File: config.mk
export PLATFORM = sky130hd
export DESIGN_NAME = digital_playground_core
export DESIGN_NICKNAME = d
export VERILOG_FILES = /design/src/rtl/digital_playground_pkg.sv /design/src/rtl/playground_ram16x4.sv /design/src/rtl/digital_playground_core.sv
export SDC_FILE = /design/constraint.sdc
export NUM_CORES = 1
export LEC_CHECK = 0
export CORE_UTILIZATION = 40
export CTS_CLUSTER_SIZE = 16
export DETAILED_ROUTE_END_ITERATION = 7
export PLACE_DENSITY = 0.57
export SLEW_MARGIN = 0
export SYNTH_ARGS = -nofsm -noshare
export SYNTH_HDL_FRONTEND = slang
export SYNTH_SLANG_ARGS = --single-unit
File: constraint.sdc
create_clock -name clk -period 4.5 [get_ports clk]
set_input_delay 1.35 -clock clk [delete_from_list [all_inputs] [get_ports clk]]
set_output_delay 1.35 -clock clk [all_outputs]
set_load 0.05 [all_outputs]
File: src/rtl/digital_playground_pkg.sv
// ---------------------------------------------------------------------------
// digital_playground_pkg
//
// Purpose: shared constants for the digital playground core. It holds the mode
// select codes, the ALU opcodes, the turn-signal direction codes, the RAM
// geometry and the 7-segment glyph table, plus two small lookup helpers.
//
// No ports (package).
// ---------------------------------------------------------------------------
package digital_playground_pkg;

    // Mode select codes on ui_in[2:0]
    localparam logic [2:0] MODE_GATES = 3'b000;
    localparam logic [2:0] MODE_MXD   = 3'b001;
    localparam logic [2:0] MODE_PWM   = 3'b010;
    localparam logic [2:0] MODE_HEX7  = 3'b011;
    localparam logic [2:0] MODE_ALU   = 3'b100;
    localparam logic [2:0] MODE_FDC   = 3'b101;
    localparam logic [2:0] MODE_RAM   = 3'b110;
    localparam logic [2:0] MODE_DIR   = 3'b111;

    // ALU opcodes on ui_in[5:3]
    localparam logic [2:0] ALU_ADD = 3'b000;
    localparam logic [2:0] ALU_SUB = 3'b001;
    localparam logic [2:0] ALU_AND = 3'b010;
    localparam logic [2:0] ALU_OR  = 3'b011;
    localparam logic [2:0] ALU_XOR = 3'b100;
    localparam logic [2:0] ALU_NOT = 3'b101;
    localparam logic [2:0] ALU_SHL = 3'b110;
    localparam logic [2:0] ALU_CMP = 3'b111;

    // Turn-signal direction codes on ui_in[4:3]
    localparam logic [1:0] DIR_OFF    = 2'b00;
    localparam logic [1:0] DIR_LEFT   = 2'b01;
    localparam logic [1:0] DIR_RIGHT  = 2'b10;
    localparam logic [1:0] DIR_HAZARD = 2'b11;

    // RAM geometry
    localparam int RAM_AW = 4;
    localparam int RAM_DW = 4;

    // Glyphs {g,f,e,d,c,b,a}, active-high. Element 0 is the rightmost entry,
    // so the list reads from glyph F down to glyph 0.
    localparam logic [15:0][6:0] SEG7_LUT = {
        7'h71, 7'h79, 7'h5E, 7'h39,   // F E d C
        7'h7C, 7'h77, 7'h6F, 7'h7F,   // b A 9 8
        7'h07, 7'h7D, 7'h6D, 7'h66,   // 7 6 5 4
        7'h4F, 7'h5B, 7'h06, 7'h3F    // 3 2 1 0
    };

    function automatic logic [6:0] hex_to_seg(input logic [3:0] nibble);
        return SEG7_LUT[nibble];
    endfunction

    // Lamp pattern for each step of the turn-signal sequence: the lamps
    // light up one by one from the inside out, then all go dark.
    function automatic logic [2:0] dir_pattern(input logic [1:0] step);
        logic [2:0] pattern;
        case (step)
            2'd0:    pattern = 3'b000;
            2'd1:    pattern = 3'b001;
            2'd2:    pattern = 3'b011;
            default: pattern = 3'b111;
        endcase
        return pattern;
    endfunction

endpackage

File: src/rtl/playground_ram16x4.sv
// ---------------------------------------------------------------------------
// playground_ram16x4
//
// Purpose: 16 x 4 RAM with a synchronous write and a registered read.
// The read register loads mem[addr] on every enabled edge. When a write hits
// the same address, it returns the old data. The array itself has no reset.
// Only the read register is cleared.
//
// Ports:
//   clk_i   in   clock
//   rst_i   in   synchronous active-high reset (clears the read register)
//   ena_i   in   clock enable; when low, the array and the read register hold
//   we_i    in   write enable
//   addr_i  in   [3:0] address
//   din_i   in   [3:0] write data
//   dout_o  out  [3:0] registered read data (1-cycle latency)
// ---------------------------------------------------------------------------
module playground_ram16x4
    import digital_playground_pkg::*;
(
    input  logic              clk_i,
    input  logic              rst_i,
    input  logic              ena_i,
    input  logic              we_i,
    input  logic [RAM_AW-1:0] addr_i,
    input  logic [RAM_DW-1:0] din_i,
    output logic [RAM_DW-1:0] dout_o
);

    logic [RAM_DW-1:0] mem [2**RAM_AW];
    logic [RAM_DW-1:0] dout_q;
    logic [RAM_DW-1:0] dout_d;

    // Writes are blocked during reset so that a held reset cannot change
    // the stored contents.
    always_ff @(posedge clk_i) begin
        if (!rst_i && ena_i && we_i) begin
            mem[addr_i] <= din_i;
        end
    end

    // The read path samples the array before this edge's write lands.
    // This gives read-old-data behaviour on a same-address write.
    always_comb begin
        dout_d = mem[addr_i];
    end

    always_ff @(posedge clk_i) begin
        if (rst_i) begin
            dout_q <= '0;
        end else if (ena_i) begin
            dout_q <= dout_d;
        end
    end

    assign dout_o = dout_q;

endmodule

File: src/rtl/digital_playground_core.sv
// ---------------------------------------------------------------------------
// digital_playground_core
//
// Purpose: eight-mode teaching block in a Tiny-Tapeout-style wrapper.
// ui_in[2:0] selects one of these functions, and its result appears on uo_out:
//   000 gates, 001 mux/demux, 010 PWM, 011 hex-to-7-seg, 100 4-bit ALU,
//   101 frequency counter, 110 16x4 RAM, 111 turn-signal sequencer.
// All state runs continuously whatever the selected mode. The mode only
// steers the output mux.
//
// Build option: `define DIGITAL_PLAYGROUND_FDC_EN builds the frequency
// counter. Without it, the synchronizer and counter are absent and mode 101
// drives zero.
//
// Parameters:
//   DIR_DIV  turn-signal step period in clk cycles (>= 1)
//   FDC_W    frequency-counter width shown on uo_out (<= 8)
//
// Ports:
//   clk      in   system clock
//   rst      in   synchronous active-high reset; uo_out is 0 while asserted
//   ena      in   enable; when low, every register holds its value
//   ui_in    in   [2:0] mode, [7:3] mode-specific controls
//   uio_in   in   mode-specific data
//   uo_out   out  mode result, unused bits 0
//   uio_out  out  constant 0
//   uio_oe   out  constant 0 (all uio pins are inputs)
// ---------------------------------------------------------------------------
module digital_playground_core
    import digital_playground_pkg::*;
#(
    parameter int DIR_DIV = 1,
    parameter int FDC_W   = 5
)
(
    input  logic       clk,
    input  logic       rst,
    input  logic       ena,
    input  logic [7:0] ui_in,
    input  logic [7:0] uio_in,
    output logic [7:0] uo_out,
    output logic [7:0] uio_out,
    output logic [7:0] uio_oe
);

    logic [2:0] mode;
    assign mode = ui_in[2:0];

    // -----------------------------------------------------------------------
    // Gates and mux/demux (purely combinational)
    // -----------------------------------------------------------------------
    logic       gateA;
    logic       gateB;
    logic [7:0] gatesOut;
    logic [7:0] mxdOut;
    logic [3:0] demux;

    assign gateA    = uio_in[0];
    assign gateB    = uio_in[1];
    assign gatesOut = {2'b00, ~gateA, ~(gateA | gateB), ~(gateA & gateB),
                       gateA ^ gateB, gateA | gateB, gateA & gateB};

    // The demux routes uio_in[2] to the output picked by ui_in[5:4].
    // Every other output stays 0.
    assign demux  = uio_in[2] ? (4'b0001 << ui_in[5:4]) : 4'b0000;
    assign mxdOut = {3'b000, demux, ui_in[3] ? uio_in[1] : uio_in[0]};

    // -----------------------------------------------------------------------
    // PWM: an 8-bit free-running counter compared against the duty value.
    // Duty 0 is always low, and duty 255 is low for one count out of 256.
    // -----------------------------------------------------------------------
    logic [7:0] pwmCnt_q;
    logic [7:0] pwmCnt_d;
    logic [7:0] pwmOut;

    always_comb begin
        pwmCnt_d = pwmCnt_q + 8'd1;
    end

    always_ff @(posedge clk) begin
        if (rst) begin
            pwmCnt_q <= '0;
        end else if (ena) begin
            pwmCnt_q <= pwmCnt_d;
        end
    end

    assign pwmOut = {7'b0, (pwmCnt_q < uio_in)};

    // -----------------------------------------------------------------------
    // Hex to 7-segment
    // -----------------------------------------------------------------------
    logic [7:0] hexOut;
    assign hexOut = {1'b0, hex_to_seg(uio_in[3:0])};

    // -----------------------------------------------------------------------
    // 4-bit ALU. Add and subtract are done 5 bits wide, so bit 4 is the
    // carry out for add and the borrow for subtract.
    // -----------------------------------------------------------------------
    logic [3:0] aluA;
    logic [3:0] aluB;
    logic [2:0] aluOp;
    logic [3:0] aluY;
    logic       aluFlag;
    logic [7:0] aluOut;

    assign aluA  = uio_in[3:0];
    assign aluB  = uio_in[7:4];
    assign aluOp = ui_in[5:3];

    always_comb begin
        aluY    = 4'd0;
        aluFlag = 1'b0;
        case (aluOp)
            ALU_ADD: {aluFlag, aluY} = {1'b0, aluA} + {1'b0, aluB};
            ALU_SUB: {aluFlag, aluY} = {1'b0, aluA} - {1'b0, aluB};
            ALU_AND: begin
                aluY    = aluA & aluB;
                aluFlag = (aluY == 4'd0);
            end
            ALU_OR: begin
                aluY    = aluA | aluB;
                aluFlag = (aluY == 4'd0);
            end
            ALU_XOR: begin
                aluY    = aluA ^ aluB;
                aluFlag = (aluY == 4'd0);
            end
            ALU_NOT: begin
                aluY    = ~aluA;
                aluFlag = (aluY == 4'd0);
            end
            ALU_SHL: begin
                aluY    = {aluA[2:0], 1'b0};
                aluFlag = aluA[3];
            end
            default: begin
                aluY    = 4'd0;
                aluFlag = (aluA == aluB);
            end
        endcase
    end

    assign aluOut = {3'b000, aluFlag, aluY};

    // -----------------------------------------------------------------------
    // Frequency counter: uio_in[0] passes through a 2-FF synchronizer, then a
    // rising-edge detector. Inputs faster than clk/2 alias, and that is
    // accepted.
    // -----------------------------------------------------------------------
    logic [FDC_W-1:0] fdcCount;

`ifdef DIGITAL_PLAYGROUND_FDC_EN
    logic             fdcSync1_q;
    logic             fdcSync2_q;
    logic             fdcPrev_q;
    logic             fdcRise;
    logic [FDC_W-1:0] fdcCnt_q;
    logic [FDC_W-1:0] fdcCnt_d;

    assign fdcRise = fdcSync2_q & ~fdcPrev_q;

    always_comb begin
        fdcCnt_d = fdcRise ? fdcCnt_q + FDC_W'(1) : fdcCnt_q;
    end

    always_ff @(posedge clk) begin
        if (rst) begin
            fdcSync1_q <= 1'b0;
            fdcSync2_q <= 1'b0;
            fdcPrev_q  <= 1'b0;
            fdcCnt_q   <= '0;
        end else if (ena) begin
            fdcSync1_q <= uio_in[0];
            fdcSync2_q <= fdcSync1_q;
            fdcPrev_q  <= fdcSync2_q;
            fdcCnt_q   <= fdcCnt_d;
        end
    end

    assign fdcCount = fdcCnt_q;
`else
    assign fdcCount = '0;
`endif

    // -----------------------------------------------------------------------
    // 16x4 RAM
    // -----------------------------------------------------------------------
    logic [3:0] ramDout;

    playground_ram16x4 uRam (
        .clk_i  (clk),
        .rst_i  (rst),
        .ena_i  (ena),
        .we_i   (ui_in[7]),
        .addr_i (ui_in[6:3]),
        .din_i  (uio_in[3:0]),
        .dout_o (ramDout)
    );

    // -----------------------------------------------------------------------
    // Turn-signal sequencer. The step advances once every DIR_DIV cycles
    // while a direction is selected. Selecting "off" parks the step at 0.
    // Switching between active directions keeps the current step.
    // -----------------------------------------------------------------------
    localparam int DIV_W = (DIR_DIV > 1) ? $clog2(DIR_DIV) : 1;

    logic [1:0]       dirSel;
    logic [DIV_W-1:0] dirDiv_q;
    logic [DIV_W-1:0] dirDiv_d;
    logic [1:0]       dirStep_q;
    logic [1:0]       dirStep_d;
    logic             dirTick;
    logic [2:0]       dirLamps;
    logic [7:0]       dirOut;

    assign dirSel  = ui_in[4:3];
    assign dirTick = (dirDiv_q == DIV_W'(DIR_DIV - 1));

    always_comb begin
        dirDiv_d  = dirDiv_q;
        dirStep_d = dirStep_q;
        if (dirSel == DIR_OFF) begin
            dirDiv_d  = '0;
            dirStep_d = 2'd0;
        end else if (dirTick) begin
            dirDiv_d  = '0;
            dirStep_d = dirStep_q + 2'd1;
        end else begin
            dirDiv_d  = dirDiv_q + DIV_W'(1);
        end
    end

    always_ff @(posedge clk) begin
        if (rst) begin
            dirDiv_q  <= '0;
            dirStep_q <= 2'd0;
        end else if (ena) begin
            dirDiv_q  <= dirDiv_d;
            dirStep_q <= dirStep_d;
        end
    end

    assign dirLamps = dir_pattern(dirStep_q);
    assign dirOut   = {1'b0, (dirSel[1] ? dirLamps : 3'b000),
                       1'b0, (dirSel[0] ? dirLamps : 3'b000)};

    // -----------------------------------------------------------------------
    // Output mux. Reset forces uo_out low whatever the selected mode.
    // -----------------------------------------------------------------------
    logic [7:0] modeOut;

    always_comb begin
        modeOut = 8'h00;
        case (mode)
            MODE_GATES: modeOut = gatesOut;
            MODE_MXD:   modeOut = mxdOut;
            MODE_PWM:   modeOut = pwmOut;
            MODE_HEX7:  modeOut = hexOut;
            MODE_ALU:   modeOut = aluOut;
            MODE_FDC:   modeOut = 8'(fdcCount);
            MODE_RAM:   modeOut = {4'b0000, ramDout};
            default:    modeOut = dirOut;
        endcase
    end

    assign uo_out  = rst ? 8'h00 : modeOut;
    assign uio_out = 8'h00;
    assign uio_oe  = 8'h00;

endmodule

==> results of run 1 <==
==> per-layer routing <==
metal | global-route usage (%) | vias to the layer above
li1 | - | 1646
met1 | 26.6 | 1679
met2 | 29.8 | 90
met3 | 2.61 | 12
met4 | 6.67 | 0
met5 | 0 | -
==> report_power, final <==
| part | switching [mW] | internal, mW |
|---|---|---|
| registers | 0.00702 | 0.790 |
| logic | 0.199 | 0.148 |
| clock network | 0.263 | 0.493 |
==> stage by stage <==
step                      hold WS [ns]  std cells
after floorplan                  0.461        430
after global placement           0.474        606
after detailed placement         0.493        606
after CTS                        0.500        624
after global routing             0.545        624
final                            0.499        624
==> Yosys cell counts (10+ instances only) <==
cell type                  instances  area, um^2
sky130_fd_sc_hd__buf_2            10        50.1
sky130_fd_sc_hd__dfxtp_1          14         280
sky130_fd_sc_hd__buf_4            17         128
sky130_fd_sc_hd__inv_1            11        41.3
sky130_fd_sc_hd__mux4_2           10         225
sky130_fd_sc_hd__nor3_1           10        50.1
sky130_fd_sc_hd__o21ai_0          14        70.1
sky130_fd_sc_hd__mux2i_1          17         170
sky130_fd_sc_hd__nor2_1           45         169
sky130_fd_sc_hd__a21oi_1          19        95.1
sky130_fd_sc_hd__edfxtp_1         64        1920
sky130_fd_sc_hd__nand2_1          21        78.8
sky130_fd_sc_hd__ha_1             28         350
==> final cells by class <==
class | count | area (um^2)
Timing Repair Buffer | 80 | 746
Fill cell | 1003 | 5540
Clock inverter | 2 | 37.5
Inverter | 13 | 58.8
Multi-Input combinational cell | 294 | 2520
Sequential cell | 78 | 2200
Clock buffer | 14 | 285
Tap cell | 143 | 179
==> repair_timing <==
action | 4_1_cts | 5_1_grt
resized for setup | 64 | 23
hold buffers | 0 | 0
hold endpoints to repair | 0 | 0
setup endpoints to repair | 7 | 6
pin swaps | 17 | 15
setup buffers | 2 | 1
==> sequential cells by signal, summed over array words and instances (netlist names) <==
signal,flops
uRam.mem,64
pwmCnt_q,8
uRam.dout_o,4
dirStep_q,2
==> worst reg2reg max path: stages (launching register included) <==
cell and delay [ns]:
sky130_fd_sc_hd__edfxtp_1 0.36, sky130_fd_sc_hd__mux4_1 0.51, sky130_fd_sc_hd__o21ai_0 0.26, sky130_fd_sc_hd__a311o_1 0.21, sky130_fd_sc_hd__a21oi_1 0.04
==> cell families after synthesis <==
group / Yosys count / share of synthesized area, %
compound gates: 82 / 11.7
xor+xnor: 7 / 1.27
fa+ha+maj: 30 / 8.09
buf+inv: 58 / 8.76
flops: 78 / 45.6
mux: 35 / 11.6
other cells: 1 / 0.0777
simple gates: 123 / 12.9
==> path summary, 6_finish.rpt <==
path                         from              to  slack (ns)  cells past startpoint
setup / recovery        uio_in[0]       uo_out[2]       -0.03                      8
hold / removal        pwmCnt_q[7]     pwmCnt_q[7]        0.50                      2
setup reg to reg  uRam.mem[12][1]  uRam.dout_o[1]        3.01                      4
hold reg to reg       pwmCnt_q[7]     pwmCnt_q[7]        0.50                      2
==> qor.tcl, run 1 <==
set qor(drt_first_pass_iters) 6
set qor(synth_edf_count) 64
set qor(clock_skew_ns) 0.00766
set qor(final_period_minus_worst_setup_slack_ns) 4.53
set qor(cts_buffer_depth) 2
set qor(cts_max_level) 3
set qor(synth_async_sr_flop_share_pct) 0
set qor(maxClockFrequency_mhz) 221
set qor(route.layer.met1.wl_mm) 5.26
set qor(max_slew_headroom_pct) 52.1
set qor(layout.cells.most_common) {sky130_fd_sc_hd__edfxtp_1}
set qor(route.antenna.remaining_nets) 0
set qor(cts.sinks) 78
set qor(synthToLayoutAreaGrowth_pct) 24.8
set qor(num_antenna_cells) 0
set qor(worst-path-buf-inv) 2
set qor(dpl_cell_area_um2) 5440
set qor(cp_slowest_cell) {sky130_fd_sc_hd__mux4_2}
set qor(grt_setup_unrepaired) {yes}
set qor(top_layer_used) {met4}
set qor(fin_nets) 525
set qor(ir_worst_vdd_v) 0.000283
set qor(detail_route.wl_per_cell_um) 18.0
set qor(outcome) {finished, violations left}
set qor(slew_viol_final) 0
set qor(synth_area_um2) 4830
set qor(final_area_um2) 6020
set qor(drc) 4
set qor(postRouteWirelength_mm) 11.2
set qor(cts.reportedPaths.clkPinSlew_ns) 0.05
set qor(core_region_area_um2) 11600
set qor(gr-total-overflow) 0
set qor(setup_total_negative_slack_ns) -0.0263
set qor(die_area_um2) 12500
set qor(first_iter_violations) 183
set qor(synth-warning-count) 0
set qor(power.static_leakage_nw) 2.22
set qor(timing.critical_path.to_type) {output pin}
set qor(post_synth_num_cell_types) 69
set qor(layout_cells_sized_above_1_pct) 29.9
set qor(track_usage_pct) 18.9
set qor(crit_chain) {buf_12, ha_4, fa_2, xor2_1, mux4_2, o2111ai_4, a221oi_4, buf_6}
set qor(die_x_um) 112
set qor(global_route_wire_length_before_repair_mm) 18.0
set qor(slew_at_the_pin_with_the_worst_max_slew_slack_ns) 0.713
set qor(num_io_pins) 43
set qor(synth_seq_cells) 78
set qor(clock_tree_from_tritoncts) {done}
set qor(max_cap_viol_count) 0
set qor(wl_met3_um) 507
set qor(worst_hold_path_type) {flop to flop}
set qor(grt_start_max_net_pins) 25
set qor(critical_path_required_ns) 3.15
set qor(grt_pass1_vias) 3280
set qor(finalWeightedCongestion) 0.855
set qor(fin_crit_sh_pct) 101
set qor(cpLargestDelayFamily) {adder cells}
set qor(syn_avg_cell_area_um2) 11.7
set qor(crit_path_max_fo) 3
set qor(number_of_endpoints_with_negative_hold_slack_in_the_final_report) 0
set qor(failing_checks) {DRC, setup timing}
set qor(number_of_antenna_violations_at_the_first_check_in_global_routing) 0
set qor(timing.critical_path.slowest_cell_delay_ns) 0.51
set qor(die_h_um) 112
set qor(postLayoutCoreUtil_pct) 52.1
set qor(viasPerCell) 5.49
set qor(power.density_cell_area_nw_per_um2) 315
set qor(postSynth.topFlopCell) {sky130_fd_sc_hd__edfxtp_1}
set qor(report.power.total_mw) 1.90
set qor(initial_standard_cell_utilization_of_the_core_pct) 41.7
set qor(setup_viol) 1
set qor(postSynthCellCount) 414
set qor(synth-seq-area-share_pct) 45.6
set qor(final_cell_mix) {64 x sky130_fd_sc_hd__edfxtp_1, 49 x sky130_fd_sc_hd__buf_4, 45 x sky130_fd_sc_hd__nor2_1}
set qor(cts_buffers) 9
set qor(timing.critical_path.arrival_ns) 3.18
set qor(clk_latency_ns) 0.33
set qor(routed-wl-met2_mm) 5.30
set qor(hpwl_mm) 7.99
set qor(worst_slack_at_placement_ns) -0.816
set qor(rows) 39
set qor(cp-start-kind) {input pin}
set qor(cts.root.buffer_cell) {sky130_fd_sc_hd__clkbuf_16}
set qor(fin_worst_setup_slack_ns) -0.0263
set qor(timing_worst_setup_path_type) {input pin to output pin}
set qor(route.vias.total) 3427
set qor(port_buffers) 25
Power figures use the tool's default switching activity.
==> inputs of run 2 (changes only) <==
--- a/config.mk
+++ b/config.mk
@@ -8,6 +8,7 @@
 export CORE_UTILIZATION = 40
 export CTS_CLUSTER_SIZE = 16
 export DETAILED_ROUTE_END_ITERATION = 7
+export MAX_ROUTING_LAYER = met4
 export PLACE_DENSITY = 0.57
 export SLEW_MARGIN = 0
 export SYNTH_ARGS = -nofsm -noshare
==> qor.tcl, run 2 (synthesis results as in run 1) <==
set qor(timing_worst_setup_path_type) {input pin to output pin}
set qor(power.static_leakage_nw) 2.22
set qor(setup_viol) 1
set qor(critical_path_required_ns) 3.15
set qor(slew_viol_final) 0
set qor(cts_buffers) 9
set qor(top_register) {uRam.mem}
set qor(clk_latency_ns) 0.33
set qor(fin_nets) 525
set qor(grt_start_max_net_pins) 25
set qor(cts.root.buffer_cell) {sky130_fd_sc_hd__clkbuf_16}
set qor(post_layout_nonfiller_instances) 624
set qor(drt_first_pass_iters) 7
set qor(route.vias.total) 3437
set qor(number_of_flip_flops_in_the_largest_register) 64
set qor(report.power.total_mw) 1.90
set qor(grt_setup_unrepaired) {yes}
set qor(timing.critical_path.slowest_cell_delay_ns) 0.51
set qor(placed_cells) 606
set qor(final_cell_mix) {64 x sky130_fd_sc_hd__edfxtp_1, 50 x sky130_fd_sc_hd__buf_4, 45 x sky130_fd_sc_hd__nor2_1}
set qor(rows) 39
set qor(die_area_um2) 12500
set qor(num_io_pins) 43
set qor(route.antenna.remaining_nets) 0
set qor(fin_worst_setup_slack_ns) -0.0308
set qor(dpl_cell_area_um2) 5440
set qor(clock_tree_from_tritoncts) {done}
set qor(detail_route.wl_per_cell_um) 18.0
set qor(hold_start) {pwmCnt_q[7]}
set qor(maxClockFrequency_mhz) 221
set qor(ir_worst_vdd_v) 0.000278
set qor(viasPerCell) 5.51
set qor(die_h_um) 112
set qor(global_route_wire_length_before_repair_mm) 18.0
set qor(cts_max_level) 3
set qor(timing.critical_path.to_type) {output pin}
set qor(clock_skew_ns) 0.00842
set qor(worst_slack_at_placement_ns) -0.816
set qor(reg_to_reg_startpoint) {uRam.mem[12][1]}
set qor(cts.reportedPaths.clkPinSlew_ns) 0.05
set qor(cts_buffer_depth) 2
set qor(max_cap_viol_count) 0
set qor(num_antenna_cells) 0
set qor(crit_chain) {buf_12, ha_4, fa_2, xor2_1, mux4_2, o2111ai_4, a221oi_4, buf_6}
set qor(cts.sinks) 78
set qor(postRouteWirelength_mm) 11.2
set qor(worst_hold_path_type) {flop to flop}
set qor(crit_path_max_fo) 3
set qor(power.density_cell_area_nw_per_um2) 315
set qor(first_iter_violations) 188
set qor(cp_slowest_cell) {sky130_fd_sc_hd__mux4_2}
set qor(final_period_minus_worst_setup_slack_ns) 4.53
set qor(layout.cells.most_common) {sky130_fd_sc_hd__edfxtp_1}
set qor(die_x_um) 112
set qor(number_of_antenna_violations_at_the_first_check_in_global_routing) 0
set qor(outcome) {finished, violations left}
set qor(crit_path_start) {uio_in[0]}
set qor(max_slew_headroom_pct) 52.1
set qor(layout_cells_sized_above_1_pct) 29.9
set qor(finalWeightedCongestion) 0.868
set qor(fin_crit_sh_pct) 101
set qor(core_region_area_um2) 11600
set qor(grt_pass1_vias) 3279
set qor(failing_checks) {DRC, setup timing}
set qor(slew_at_the_pin_with_the_worst_max_slew_slack_ns) 0.713
set qor(drc) 4
set qor(initial_standard_cell_utilization_of_the_core_pct) 41.7
set qor(cpLargestDelayFamily) {adder cells}
set qor(cp-start-kind) {input pin}
set qor(final_area_um2) 6020
set qor(synthToLayoutAreaGrowth_pct) 24.7
set qor(number_of_endpoints_with_negative_hold_slack_in_the_final_report) 0
set qor(timing.critical_path.arrival_ns) 3.18
set qor(port_buffers) 25
set qor(ctsHoldBuffers) 0
set qor(worst-path-buf-inv) 2
set qor(track_usage_pct) 19.5
set qor(gr-total-overflow) 0
set qor(hpwl_mm) 7.99
-- run 2: cell counts in the layout (fill, tap and decap cells not counted) --
No cell type changed its count.
-- run 2: worst reg2reg max path, cell delays in order, from the launching register on --
cell                       delay (ns)
sky130_fd_sc_hd__edfxtp_1        0.36
sky130_fd_sc_hd__mux4_1          0.50
sky130_fd_sc_hd__o21ai_0         0.26
sky130_fd_sc_hd__a311o_1         0.21
sky130_fd_sc_hd__a21oi_1         0.04
-- run 2: path summary, 6_finish.rpt --
kind / to / slack (ns) / cells past startpoint
hold reg to reg: pwmCnt_q[7] / 0.50 / 2
setup reg to reg: uRam.dout_o[1] / 3.01 / 4
hold / removal: pwmCnt_q[7] / 0.50 / 2
setup / recovery: uo_out[2] / -0.03 / 8
-- run 2: metrics by stage --
stage,setup TNS [ns],hold slack [ns],util (%)
finish,-0.0308,0.503,52.1
global route,-0.0896,0.545,52.1
CTS,-0.0594,0.500,51.3
detailed placement,-3.61,0.493,47.0
global placement,-3.45,0.474,47.0
floorplan,-0.0503,0.461,-
-- run 2: what timing repair did --
action,4_1_cts,5_1_grt
pin swaps,17,15
setup buffers,2,1
setup endpoints to repair,7,6
hold endpoints to repair,0,0
resized for setup,64,22
-- run 2: routing by layer --
layer | up-vias | share of wire (%) | track usage (%)
li1 | 1649 | - | -
met3 | 12 | 3.1 | 2.50
met4 | 0 | 1.4 | 6.67
met5 | - | 0 | -
met2 | 73 | 47 | 29.8
met1 | 1703 | 49 | 26.7
-- run 2: where the power goes --
| part | switching, mW | internal [mW] |
|---|---|---|
| logic | 0.199 | 0.148 |
| registers | 0.00716 | 0.790 |
| clock network | 0.262 | 0.493 |
| total | 0.468 | 1.43 |
-- run 2: cell type report --
| class | count | area [um^2] |
|---|---|---|
| Clock buffer | 14 | 285 |
| Clock inverter | 2 | 37.5 |
| Fill cell | 1002 | 5540 |
| Inverter | 13 | 58.8 |
| Multi-Input combinational cell | 294 | 2520 |
| Sequential cell | 78 | 2200 |
| Tap cell | 143 | 179 |
| Timing Repair Buffer | 80 | 742 |
==> inputs of run 3 (changes only) <==
--- a/config.mk
+++ b/config.mk
@@ -5,11 +5,13 @@
 export SDC_FILE = /design/constraint.sdc
 export NUM_CORES = 1
 export LEC_CHECK = 0
+export CELL_PAD_IN_SITES_DETAIL_PLACEMENT = 0
+export CELL_PAD_IN_SITES_GLOBAL_PLACEMENT = 1
 export CORE_UTILIZATION = 40
 export CTS_CLUSTER_SIZE = 16
 export DETAILED_ROUTE_END_ITERATION = 7
 export MAX_ROUTING_LAYER = met4
-export PLACE_DENSITY = 0.57
+export PLACE_DENSITY = 0.68
 export SLEW_MARGIN = 0
 export SYNTH_ARGS = -nofsm -noshare
 export SYNTH_HDL_FRONTEND = slang
==> qor.tcl, run 3 (synthesis results as in run 1) <==
set qor(ctsHoldBuffers) 0
set qor(initial_standard_cell_utilization_of_the_core_pct) 41.7
set qor(crit_path_max_fo) 4
set qor(fin_crit_sh_pct) 102
set qor(route.antenna.remaining_nets) 0
set qor(comb_pwr_share_pct) 19.7
set qor(num_antenna_cells) 0
set qor(detail_route.wl_per_cell_um) 19.1
set qor(cts.root.buffer_cell) {sky130_fd_sc_hd__clkbuf_16}
set qor(worst_hold_path_type) {flop to flop}
set qor(cts.sinks) 78
set qor(crit_path_start) {uio_in[0]}
set qor(drt_first_pass_iters) 8
set qor(postRouteWirelength_mm) 12.3
set qor(postLayoutCoreUtil_pct) 54.3
set qor(viasPerCell) 5.53
set qor(min_delay_path_depth) 2
set qor(final_cell_mix) {71 x sky130_fd_sc_hd__buf_4, 64 x sky130_fd_sc_hd__edfxtp_1, 41 x sky130_fd_sc_hd__nor2_1}
set qor(number_of_endpoints_with_negative_hold_slack_in_the_final_report) 0
set qor(maxClockFrequency_mhz) 219
set qor(port_buffers) 25
set qor(hold_path_end) {pwmCnt_q[7]}
set qor(layout.cells.most_common) {sky130_fd_sc_hd__buf_4}
set qor(die_x_um) 112
set qor(cts.reportedPaths.clkPinSlew_ns) 0.06
set qor(global_route_wire_length_before_repair_mm) 19.4
set qor(outcome) {finished, violations left}
set qor(combined_area_of_the_multi_input_logic_cells_um2) 2580
set qor(final_period_minus_worst_setup_slack_ns) 4.57
set qor(switching_power_mw) 0.523
set qor(power.density_cell_area_nw_per_um2) 305
set qor(reg_to_reg_startpoint) {uRam.mem[5][1]}
set qor(cts_buffer_depth) 2
set qor(r2r_setup_slack_ns) 3.03
set qor(clock_tree_from_tritoncts) {done}
set qor(timing.critical_path.arrival_ns) 3.22
set qor(top_register) {uRam.mem}
set qor(critical_path_required_ns) 3.15
set qor(power.static_leakage_nw) 2.33
set qor(layout_cells_sized_above_1_pct) 35.1
set qor(hold_start) {pwmCnt_q[7]}
set qor(internal_power_mw) 1.39
set qor(clock_skew_ns) 0.0121
set qor(ir_worst_vdd_v) 0.000345
set qor(post_layout_nonfiller_instances) 647
set qor(placed_cells) 619
set qor(first_iter_violations) 236
set qor(number_of_filler_instances_in_the_final_layout) 979
set qor(slew_at_the_pin_with_the_worst_max_slew_slack_ns) 0.967
set qor(finalWeightedCongestion) 0.872
set qor(timing.reg2reg.worst_path_depth) 4
set qor(cts_buffers) 9
set qor(synthToLayoutAreaGrowth_pct) 30.0
set qor(clk_latency_ns) 0.34
set qor(rows) 39
set qor(die_h_um) 112
set qor(die_area_um2) 12500
set qor(fin_nets) 548
set qor(timing.critical_path.to_type) {output pin}
set qor(pwr-share-seq_pct) 41.6
set qor(number_of_antenna_violations_at_the_first_check_in_global_routing) 1
set qor(grt_start_max_net_pins) 25
set qor(number_of_flip_flops_in_the_largest_register) 64
set qor(cts_max_level) 3
set qor(max_slew_headroom_pct) 35.3
set qor(drc) 4
set qor(grt_setup_unrepaired) {yes}
set qor(track_usage_pct) 21.4
set qor(timing_worst_setup_path_type) {input pin to output pin}
set qor(setup_viol) 3
set qor(slew_viol_final) 0
set qor(hpwl_mm) 8.67
set qor(power.share.switching_pct) 27.3
set qor(crit-reg2reg-capture) {uRam.dout_o[1]}
set qor(gr-total-overflow) 0
set qor(register_area_um2) 2200
set qor(clkPwrFrac_pct) 38.7
set qor(grt_pass1_vias) 3504
set qor(core_region_area_um2) 11600
set qor(report.power.total_mw) 1.91
set qor(cp-start-kind) {input pin}
set qor(failing_checks) {DRC, setup timing}
set qor(route.vias.total) 3576
set qor(fin_worst_setup_slack_ns) -0.0743
set qor(num_io_pins) 43
set qor(max_cap_viol_count) 0
==> run 3: cell types whose count changed in the layout (fill, tap and decap cells not counted), sizes merged <==
| cell | change |
|---|---|
| clkinvlp | +4 |
| inv | +1 |
| clkdlybuf4s50 | -1 |
| dlygate4sd2 | +2 |
| bufbuf | +1 |
| buf | +22 |
| clkbuf | -6 |
==> run 3: cell type report <==
cell class	count	area share [%]
multi-input combinational	294	41.1
sequential	78	35.1
timing repair buffer	103	15.2
clock buffer	9	3.59
tap	143	2.85
clock inverter	7	1.28
inverter	13	0.917
==> run 3: timing repair <==
| action | 4_1_cts | 5_1_grt |
|---|---|---|
| setup endpoints to repair | 7 | 5 |
| gates cloned | 1 | 0 |
| setup buffers | 8 | 3 |
| pin swaps | 23 | 14 |
| gates resized for setup | 72 | 28 |
==> run 3: worst max path at each step <==
stage / to / slack, ns / depth (start not counted)
6_report: uo_out[2] / -0.07 / 9
5_1_grt: uo_out[2] / -0.12 / 9
4_1_cts: uo_out[2] / -0.13 / 9
3_5_place_dp: uo_out[2] / -0.79 / 9
3_3_place_gp: uo_out[2] / -0.78 / 9
2_1_floorplan: uo_out[2] / -0.05 / 7
==> run 3: critical path, stage by stage <==
cell                        delay, ns
sky130_fd_sc_hd__buf_8           0.11
sky130_fd_sc_hd__buf_6           0.12
sky130_fd_sc_hd__ha_4            0.15
sky130_fd_sc_hd__fa_2            0.34
sky130_fd_sc_hd__xor2_1          0.14
sky130_fd_sc_hd__mux4_2          0.51
sky130_fd_sc_hd__o2111ai_4       0.23
sky130_fd_sc_hd__a221oi_4        0.10
sky130_fd_sc_hd__buf_6           0.18
==> run 3: through the flow <==
stage | setup TNS (ns) | cell area, um^2 | hold slack, ns | worst slack [ns]
detailed placement | -3.48 | 5530 | 0.503 | -0.793
global placement | -3.43 | 5530 | 0.479 | -0.782
CTS | -0.146 | 6140 | 0.523 | -0.130
global route | -0.339 | 6280 | 0.539 | -0.123
finish | -0.134 | 6280 | 0.514 | -0.0743
floorplan | -0.0503 | 4930 | 0.461 | -0.0503
==> run 3: layer usage <==
metal	up-vias	GRT usage [%]	part of all wire (%)
met5	-	-	0
met4	0	7.66	2.4
met3	25	3.05	3.7
met2	104	34.4	49
met1	1743	27.5	45
li1	1704	-	-
==> run 3: power groups by stage <==
| stage | logic (mW) | clock network (mW) | registers (mW) |
|---|---|---|---|
| 2_1_floorplan | 0.222 | 0 | 0.810 |
| 3_3_place_gp | 0.327 | 0 | 0.811 |
| 4_1_cts | 0.359 | 0.746 | 0.796 |
| 5_1_grt | 0.405 | 0.776 | 0.797 |
| 6_report | 0.377 | 0.741 | 0.796 |
| 3_5_place_dp | 0.329 | 0 | 0.812 |
